<file path="src/rtl/alu_exec.sv">
// Handshaked ALU: AND/OR/ADD/SUB complete in one cycle, and the result is held until it is consumed.
// Defining ALU_EXEC_SHIFT_EN adds SLL/SRL, which shift one bit per cycle.
module alu_exec #(
  parameter int WIDTH = 32
) (
  input  logic             clk,
  input  logic             rst,
  input  logic             flush,
  input  logic             in_valid,
  output logic             in_ready,
  input  logic [3:0]       operation,
  input  logic [WIDTH-1:0] a,
  input  logic [WIDTH-1:0] b,
  output logic             out_valid,
  input  logic             out_ready,
  output logic [WIDTH-1:0] result,
  output logic             zero
);

  localparam logic [3:0] OP_AND = 4'b0000;
  localparam logic [3:0] OP_OR  = 4'b0001;
  localparam logic [3:0] OP_ADD = 4'b0010;
  localparam logic [3:0] OP_SUB = 4'b0110;

`ifdef ALU_EXEC_SHIFT_EN
  localparam int         SHW     = $clog2(WIDTH);
  localparam logic [3:0] OP_SLL  = 4'b0011;
  localparam logic [3:0] OP_SRL  = 4'b0100;
  localparam logic [SHW-1:0] CNT_ONE = SHW'(1);

  typedef enum logic [1:0] {IDLE = 2'd0, SHIFT = 2'd1, DONE = 2'd2} state_t;
`else
  typedef enum logic {IDLE = 1'b0, DONE = 1'b1} state_t;
`endif

  state_t           r_state;
  logic [WIDTH-1:0] r_result;
  logic             r_zero;
  logic             r_out_valid;
  logic             r_in_ready;
  logic [WIDTH-1:0] w_res;

`ifdef ALU_EXEC_SHIFT_EN
  logic [SHW-1:0]   r_cnt;
  logic [WIDTH-1:0] r_acc;
  logic             r_left;
  logic [SHW-1:0]   w_shamt;
  logic             w_is_shift;
  logic [WIDTH-1:0] w_shifted;

  assign w_shamt    = b[SHW-1:0];
  assign w_is_shift = (operation == OP_SLL) || (operation == OP_SRL);
  assign w_shifted  = r_left ? (r_acc << 1) : (r_acc >> 1);
`endif

  // Single-cycle result, computed straight from the operands at acceptance.
  always_comb begin
    w_res = '0;
    case (operation)
      OP_AND:  w_res = a & b;
      OP_OR:   w_res = a | b;
      OP_ADD:  w_res = a + b;
      OP_SUB:  w_res = a - b;
`ifdef ALU_EXEC_SHIFT_EN
      OP_SLL,
      OP_SRL:  w_res = a;
`endif
      default: w_res = '0;
    endcase
  end

  always_ff @(posedge clk) begin
    if (rst) begin
      r_state     <= IDLE;
      r_result    <= '0;
      r_zero      <= 1'b0;
      r_out_valid <= 1'b0;
      r_in_ready  <= 1'b1;
`ifdef ALU_EXEC_SHIFT_EN
      r_cnt       <= '0;
      r_acc       <= '0;
      r_left      <= 1'b0;
`endif
    end else if (flush) begin
      r_state     <= IDLE;
      r_out_valid <= 1'b0;
      r_in_ready  <= 1'b1;
`ifdef ALU_EXEC_SHIFT_EN
      r_cnt       <= '0;
`endif
    end else begin
      case (r_state)
        IDLE: begin
          if (in_valid) begin
            r_in_ready <= 1'b0;
`ifdef ALU_EXEC_SHIFT_EN
            if (w_is_shift && (w_shamt != '0)) begin
              r_state <= SHIFT;
              r_cnt   <= w_shamt;
              r_acc   <= a;
              r_left  <= (operation == OP_SLL);
            end else
`endif
            begin
              r_state     <= DONE;
              r_result    <= w_res;
              r_zero      <= (w_res == '0);
              r_out_valid <= 1'b1;
            end
          end
        end
`ifdef ALU_EXEC_SHIFT_EN
        // The last shift goes directly into result, so DONE begins in the cycle the count reaches zero.
        SHIFT: begin
          r_cnt <= r_cnt - CNT_ONE;
          if (r_cnt == CNT_ONE) begin
            r_state     <= DONE;
            r_result    <= w_shifted;
            r_zero      <= (w_shifted == '0);
            r_out_valid <= 1'b1;
          end else begin
            r_acc <= w_shifted;
          end
        end
`endif
        DONE: begin
          if (out_ready) begin
            r_state     <= IDLE;
            r_out_valid <= 1'b0;
            r_in_ready  <= 1'b1;
          end
        end
        default: begin
          r_state     <= IDLE;
          r_out_valid <= 1'b0;
          r_in_ready  <= 1'b1;
        end
      endcase
    end
  end

  assign in_ready  = r_in_ready;
  assign out_valid = r_out_valid;
  assign result    = r_result;
  assign zero      = r_zero;

endmodule

</file>
<file path="config.mk">
export PLATFORM = sky130hd
export DESIGN_NAME = alu_exec
export DESIGN_NICKNAME = d
export VERILOG_FILES = /design/src/rtl/alu_exec.sv
export SDC_FILE = /design/constraint.sdc
export NUM_CORES = 1
export LEC_CHECK = 0
export BUFFER_PORTS_ARGS = -buffer_cell sky130_fd_sc_hd__buf_2
export CAP_MARGIN = 40
export CORE_ASPECT_RATIO = 0.75
export CORE_MARGIN = 1
export CORE_UTILIZATION = 61
export CTS_BUF_LIST = sky130_fd_sc_hd__clkbuf_8
export CTS_CLUSTER_SIZE = 12
export DETAILED_ROUTE_END_ITERATION = 10
export PLACE_DENSITY_LB_ADDON = 0.1
export SETUP_SLACK_MARGIN = 0.15
export SLEW_MARGIN = 0
export SYNTH_ARGS = -nofsm -noshare
export SYNTH_HDL_FRONTEND = slang
export SYNTH_SLANG_ARGS = --single-unit
</file>
<file path="constraint.sdc">
create_clock -name clk -period 15.5 [get_ports clk]
set_input_delay 3.875 -clock clk [delete_from_list [all_inputs] [get_ports clk]]
set_output_delay 3.875 -clock clk [all_outputs]
set_load 0.03 [all_outputs]
</file>
==> impl_results.md, run 1 <==
* Share of flip-flops with an asynchronous set or reset at 0%
* Largest net degree at the start of global routing at 50
* Yosys reg bits at 36
* CTS Buf Count at 5
* Number of core rows at 26
* P&R area growth vs syn at 14.0%
* RSZ-0062 raised after global routing: false
* Final Max Tran Viols at 0
* Max Fclk at 114 MHz
* Actual slew at the worst max-slew pin at just over 0.9 ns
* CORE AREA at roughly 7000 sq um
* CTS clk-pin slew, worst paths at around 0.06 ns
* Final setup fails at 0
* Most used cell, CP: o21ai_0
* Leakage at about 0.0022 uW
* CTS tree: yes
* Die width at 102 um
* CTS Sinks at 36
* First-pass GRT wire length at around 24000 um
* Critical path class: input pin to flip-flop
* Finished Core Util at 74.1%
* Root Driver: clkbuf_8
* DIE AREA at a little under 8000 sq um
* Post-synthesis sequential area ratio at 15.9%
* Antenna-violating nets left at 0
* Synth Flop Type: dfxtp_1
* Critical path depth in cells at 17
* Fin crit share at a little under three fifths
* Worst path max stage delay at about 0.64 ns
* Post-synth EDFFs at 0
* Vias at about 5400
* Max Fanout on Critical Path at 43
* Fraction of layout cells with a size suffix above 1 at between 10% and 20%
* Fin Setup TNS at 0 ns
* Outcome: complete, no violations
* Post-DP HPWL at 12400 um
* Die outline height at 76.8 um
* Worst path slowest cell: buf_2
* Worst slew margin at between 30% and 40%
* Peak supply drop at 0.0467 mV
* Mapped cell area at roughly 4500 sq um
* Post-CTS Setup Bufs at 0
* Worst Setup Start Kind: input pin
* Initial Utilization at between 60% and 70%
* Hold Vio Cnt, Final at 0
* Via density at 6.61
* Fin cells at 818
* Worst Clk Skew at about 0.0021 ns
* Worst EP required at between 15 and 20 ns
* Metal1 wirelength at 6960 um
* Synth cell types at 67
* Worst Setup End Kind: flip-flop
* Post-Syn Instances at around 640
* DRT Pass-1 Iters at 5
* Nets@finish at 830
* Drt first-iter violations at approximately 630
* Critical path's top delay family: compound AO/OA/AOI/OAI gates
* Final min period at between 8 and 9 ns
* CTS hold repair buffers at 0
* Clock buffer depth at 2
* Grt ovf at 0
* Syn_area_per_cell at 7.13 sq um
* RePlAce Congestion at 1.04
* Max_cap viols at 0
* Routed wl met3 at just under 2000 um
* Metal2 WL at 6210 um
* Reg2Reg Depth at 9
* CTS H-tree depth at 2
* WP buf/inv at 2
* Min-Delay Path Depth at 2
* DRC viols at 0
* Cell Count Post-Placement at a little over 800
* Vias in the first global route at between 4000 and 5000
* DR WL/cell at 18.9 um
* Total track usage at 39.6%
* Initial antenna violation count at 0
* CTS resizes at 0
* Warnings from Yosys at 0
* Syn_nets at around 750
* Antenna diodes at 0
* P per Cell Area at ~66 nW/um^2
* Clk_lat worst skew at 0.28 ns
* I/O Buffers at between 100 and 150
* Top Layer Used: met4
* Hold Path Class: flip-flop to flip-flop
* Critical-path cell list: buf_2, nor3b_2, buf_4, nand2_1, o21ai_0, xor2_1, ha_1, a21oi_1, o21ai_0, a221oi_2, nor3_1, or4_1, a31oi_1, o211ai_1, nor4_1, o2111ai_1, o41ai_2
* CP arrival at approximately 9.0 ns
* IO Pins at around 110
* Routed WL at about 15000 um
synthesized netlist by cell type (15+ instances only):
cell type	number	area, sq um
nand3_1	15	75.1
clkbuf_1	27	101
o21ai_0	45	225
xor2_1	24	210
nor3_1	20	100
xnor2_1	26	228
inv_1	17	63.8
maj3_1	21	210
nand2_1	67	251
dfxtp_1	36	721
a211oi_1	20	150
nor2_1	62	233
ha_1	34	425
a21oi_1	62	310
registers in the layout, indices dropped and copies added, names as in the netlist:
| name | cells |
|---|---|
| in_ready | 1 |
| out_valid | 1 |
| result | 32 |
| zero | 1 |
| r_state | 1 |
cells by family after synthesis:
family	synth area share [%]
muxes	0.660
xor gates and xnor gates	9.63
and+or+nand+nor	26.0
adders and majority gates	14.9
buffers and inverters	4.21
DFF	15.9
AOI/OAI and AO/OA	28.7
area by class of cell:
cell class / count / area (sq um)
tap: 98 / 123
multi-input combinational: 552 / 3650
fill: 584 / 1810
sequential: 36 / 721
inverter: 17 / 63.8
clock buffer: 5 / 68.8
timing repair buffer: 110 / 558
layout by cell type, fill, tap and decap left out, types with 3 or more instances in the layout:
cell type | synthesis | layout
clkbuf_8 | 0 | 5
or3_1 | 10 | 10
buf_4 | 0 | 3
nor3_1 | 20 | 19
or4_1 | 3 | 3
maj3_1 | 21 | 21
nand2_1 | 67 | 67
o21a_1 | 7 | 7
nor2_1 | 62 | 62
o211ai_1 | 4 | 4
buf_2 | 3 | 107
o21ai_1 | 3 | 3
nor2b_1 | 5 | 4
a211oi_1 | 20 | 20
xnor2_1 | 26 | 26
dfxtp_1 | 36 | 36
and2_1 | 4 | 4
and3_1 | 5 | 5
a21oi_1 | 62 | 62
nor3b_1 | 7 | 6
nand3_1 | 15 | 15
xor2_1 | 24 | 24
nand4_1 | 8 | 8
mux2i_1 | 3 | 3
ha_1 | 34 | 34
o41ai_1 | 3 | 3
nor4_1 | 3 | 3
o22ai_1 | 3 | 3
a21o_1 | 6 | 6
nand2b_1 | 13 | 13
o31ai_1 | 8 | 8
a31oi_1 | 8 | 8
inv_1 | 17 | 17
a22oi_1 | 8 | 8
o21ai_0 | 45 | 45
power breakdown:
group / total [uW] / switching, uW / leakage (uW) / internal, uW
registers: 101 / 2.84 / 0.000295 / 97.9
logic: 185 / 117 / 0.00183 / 68.0
clock network: 56.4 / 27.5 / 0.0000359 / 28.9
routing by layer:
metal	vias up	GRT usage [%]
met1	2481	58.8
met3	31	8.84
li1	2522	-
met2	374	56.4
met4	0	9.86
met5	-	0
stage by stage:
step / setup slack (ns) / area, sq um / power [uW] / hold slack [ns]
floorplan: 7.61 / 4550 / 228 / 0.496
finish: 6.70 / 5180 / 343 / 0.450
global placement: 6.83 / 5110 / 277 / 0.440
detailed placement: 6.73 / 5110 / 280 / 0.444
global route: 6.44 / 5180 / 363 / 0.470
CTS: 7.01 / 5180 / 336 / 0.450
tightest hold or removal path: stages, from the launching register on:
cell and delay [ns]:
dfxtp_1 0.31, nand2_1 0.05, a21oi_1 0.05
path summary, 6_finish.rpt:
check	start	slack (ns)	end
hold reg to reg	result[26]	0.45	result[26]
setup / recovery	operation[0]	6.70	zero
setup reg to reg	r_state	12.68	zero
hold / removal	result[26]	0.45	result[26]
(Power assumes the default switching activity.)
==> run 2: changes to the inputs <==
Settings changed: CORE_UTILIZATION 61 to 57.
Clock period 15.5 ns to 8.55 ns, I/O delays scaled along.
==> run 2 against run 1 <==
  * Critical path depth did not move
  * Core utilization fell by 5.0 points
  * Sequential share of layout area fell by 0.067 points
  * Clock power is 110% higher
  * Hold slack improved by 0.0060 ns
  * First-iteration DRC count is 8.6% lower
  * Design area grew 0.48%
  * Critical path type unchanged
  * Highest routed layer unchanged
==> impl_results.md, run 2 (same netlist as run 1, synthesis figures left out) <==
* Fin crit share at roughly 82%
* Actual slew at the worst max-slew pin at 0.943 ns (was 0.926 ns)
* Peak supply drop at 0.0925 mV (was 0.0467 mV)
* CTS Sinks at 36 (unchanged)
* Worst slew margin at 37.1% (was 38.2%)
* Fraction of layout cells with a size suffix above 1 at 18.9% (about the same)
* Antenna-violating nets left at 0 (unchanged)
* Die outline height at 79.4 um (was 76.8 um)
* Leakage at 0.00218 uW (was 0.00216 uW)
* Antenna diodes at 0 (unchanged)
* Routed WL at 15900 um (was 15400 um)
* DR WL/cell at 19.3 um (was 18.9 um)
* Worst Setup Start Kind: input pin (unchanged)
* Most frequent cells in the layout: buf_2, nand2_1, a21oi_1, nor2_1, o21ai_0 (unchanged)
* IO Pins at 108 (unchanged)
* Hold Path Class: flip-flop to flip-flop (unchanged)
* DIE AREA at 8340 sq um (was 7810 sq um)
* Max Fanout on Critical Path at 43 (unchanged)
* CP arrival at 7.16 ns (was 8.98 ns)
* Most common cell after layout, fill and taps aside: buf_2 (unchanged)
* Initial antenna violation count at 0 (unchanged)
* Worst Setup End Kind: flip-flop (unchanged)
* Post-CTS Setup Bufs at 0 (unchanged)
* Hold Vio Cnt, Final at 0 (unchanged)
* Drt first-iter violations at 575 (was 629)
* DRT Pass-1 Iters at 6 (was 5)
* Vias in the first global route at 4866 (was 4799)
* Finished Core Util at 69.1% (was 74.1%)
* Max_cap viols at 0 (unchanged)
* Final worst slack at 1.58 ns (was 6.70 ns)
* CTS H-tree depth at 2 (unchanged)
* Root Driver: clkbuf_8 (unchanged)
* CORE AREA at 7530 sq um (was 6990 sq um)
* CTS hold repair buffers at 0 (unchanged)
* Clk_lat worst skew at 0.28 ns (about the same)
* RePlAce Congestion at 1.03 (was 1.04)
* Worst Clk Skew at 0.00460 ns (was 0.00212 ns)
* Pre-CTS setup slack at 1.52 ns (was 6.73 ns)
* Final min period at roughly 7.0 ns
* CTS resizes at 0 (unchanged)
* P&R area growth vs syn at 14.5% (was 14.0%)
* Die width at 105 um (was 102 um)
* Fin cells at 824 (was 818)
* Clock buffer depth at 2 (unchanged)
* FF+latch area at 721 sq um (unchanged)
* Initial Utilization at 60.4% (was 65.0%)
* Cell Count Post-Placement at 816 (was 813)
* Area of the multi-input gates at 3650 sq um (unchanged)
* Grt ovf at 0 (unchanged)
* Post-DP HPWL at 12700 um (was 12400 um)
* I/O Buffers at 107 (unchanged)
* Hold slack at 0.456 ns (was 0.450 ns)
* Critical path class: input pin to flip-flop (unchanged)
* Vias at 5435 (was 5408)
* Max Fclk at between 100 and 150 MHz
* Outcome: complete, no violations (unchanged)
* DRC viols at 0 (unchanged)
* Via density at 6.60 (was 6.61)
* Fin Setup TNS at 0 ns (unchanged)
* Final setup fails at 0 (unchanged)
* P per Cell Area at 123 nW/um^2 (was 66.1 nW/um^2)
* CTS clk-pin slew, worst paths at 0.06 ns (about the same)
* Largest net degree at the start of global routing at 50 (unchanged)
* Worst EP required at 8.74 ns (was 15.68 ns)
* Max reg flops at 32 (unchanged)
* Final Max Tran Viols at 0 (unchanged)
* Number of core rows at 27 (was 26)
* Nets@finish at 830 (unchanged)
* CTS Buf Count at 5 (unchanged)
* First-pass GRT wire length at 25300 um (was 24300 um)
* Fillers at 644 (was 584)
* RSZ-0062 raised after global routing: false (unchanged)
* CTS tree: yes (unchanged)
* Total track usage at 38.3% (was 39.6%)
run 2: worst paths after layout:
check / start / slack (ns) / cells after the start / end
setup reg to reg: r_state / 5.46 / 9 / zero
hold reg to reg: result[24] / 0.46 / 2 / result[24]
setup / recovery: operation[0] / 1.58 / 17 / zero
hold / removal: result[24] / 0.46 / 2 / result[24]
run 2: critical path: stages:
cell,delay [ns]
buf_2,0.62
nor3b_2,0.09
buf_4,0.28
nand2_1,0.62
o21ai_0,0.24
xor2_1,0.19
ha_1,0.40
a21oi_1,0.31
o21a_1,0.19
nand2_1,0.05
o21ai_1,0.45
a21oi_1,0.27
or3_1,0.35
a32o_1,0.28
nor4_1,0.30
o2111ai_1,0.17
o41ai_2,0.20
run 2: where the power goes:
part	total (uW)	switching [uW]	internal [uW]
clock	118	54.5	63.2
combinational	341	217	124
sequential	182	4.92	177
run 2: layer usage:
layer	track usage (%)	up-vias	wire length [um]
met5	0	-	0
met4	9.30	0	266
met1	55.1	2514	7130
met3	9.69	30	2130
li1	-	2528	-
met2	56.4	363	6370
run 2: metrics by stage:
stage | power, uW | area, sq um
finish | 641 | 5210
global route | 675 | 5210
CTS | 629 | 5210
detailed placement | 514 | 5120
global placement | 507 | 5120
floorplan | 414 | 4550
run 2: cell type report:
class	count	area share, %
Clock buffer	6	1.59
Clock inverter	2	0.144
Inverter	17	1.23
Multi-Input combinational cell	552	70.1
Sequential cell	36	13.8
Tap cell	101	2.43
Timing Repair Buffer	110	10.7
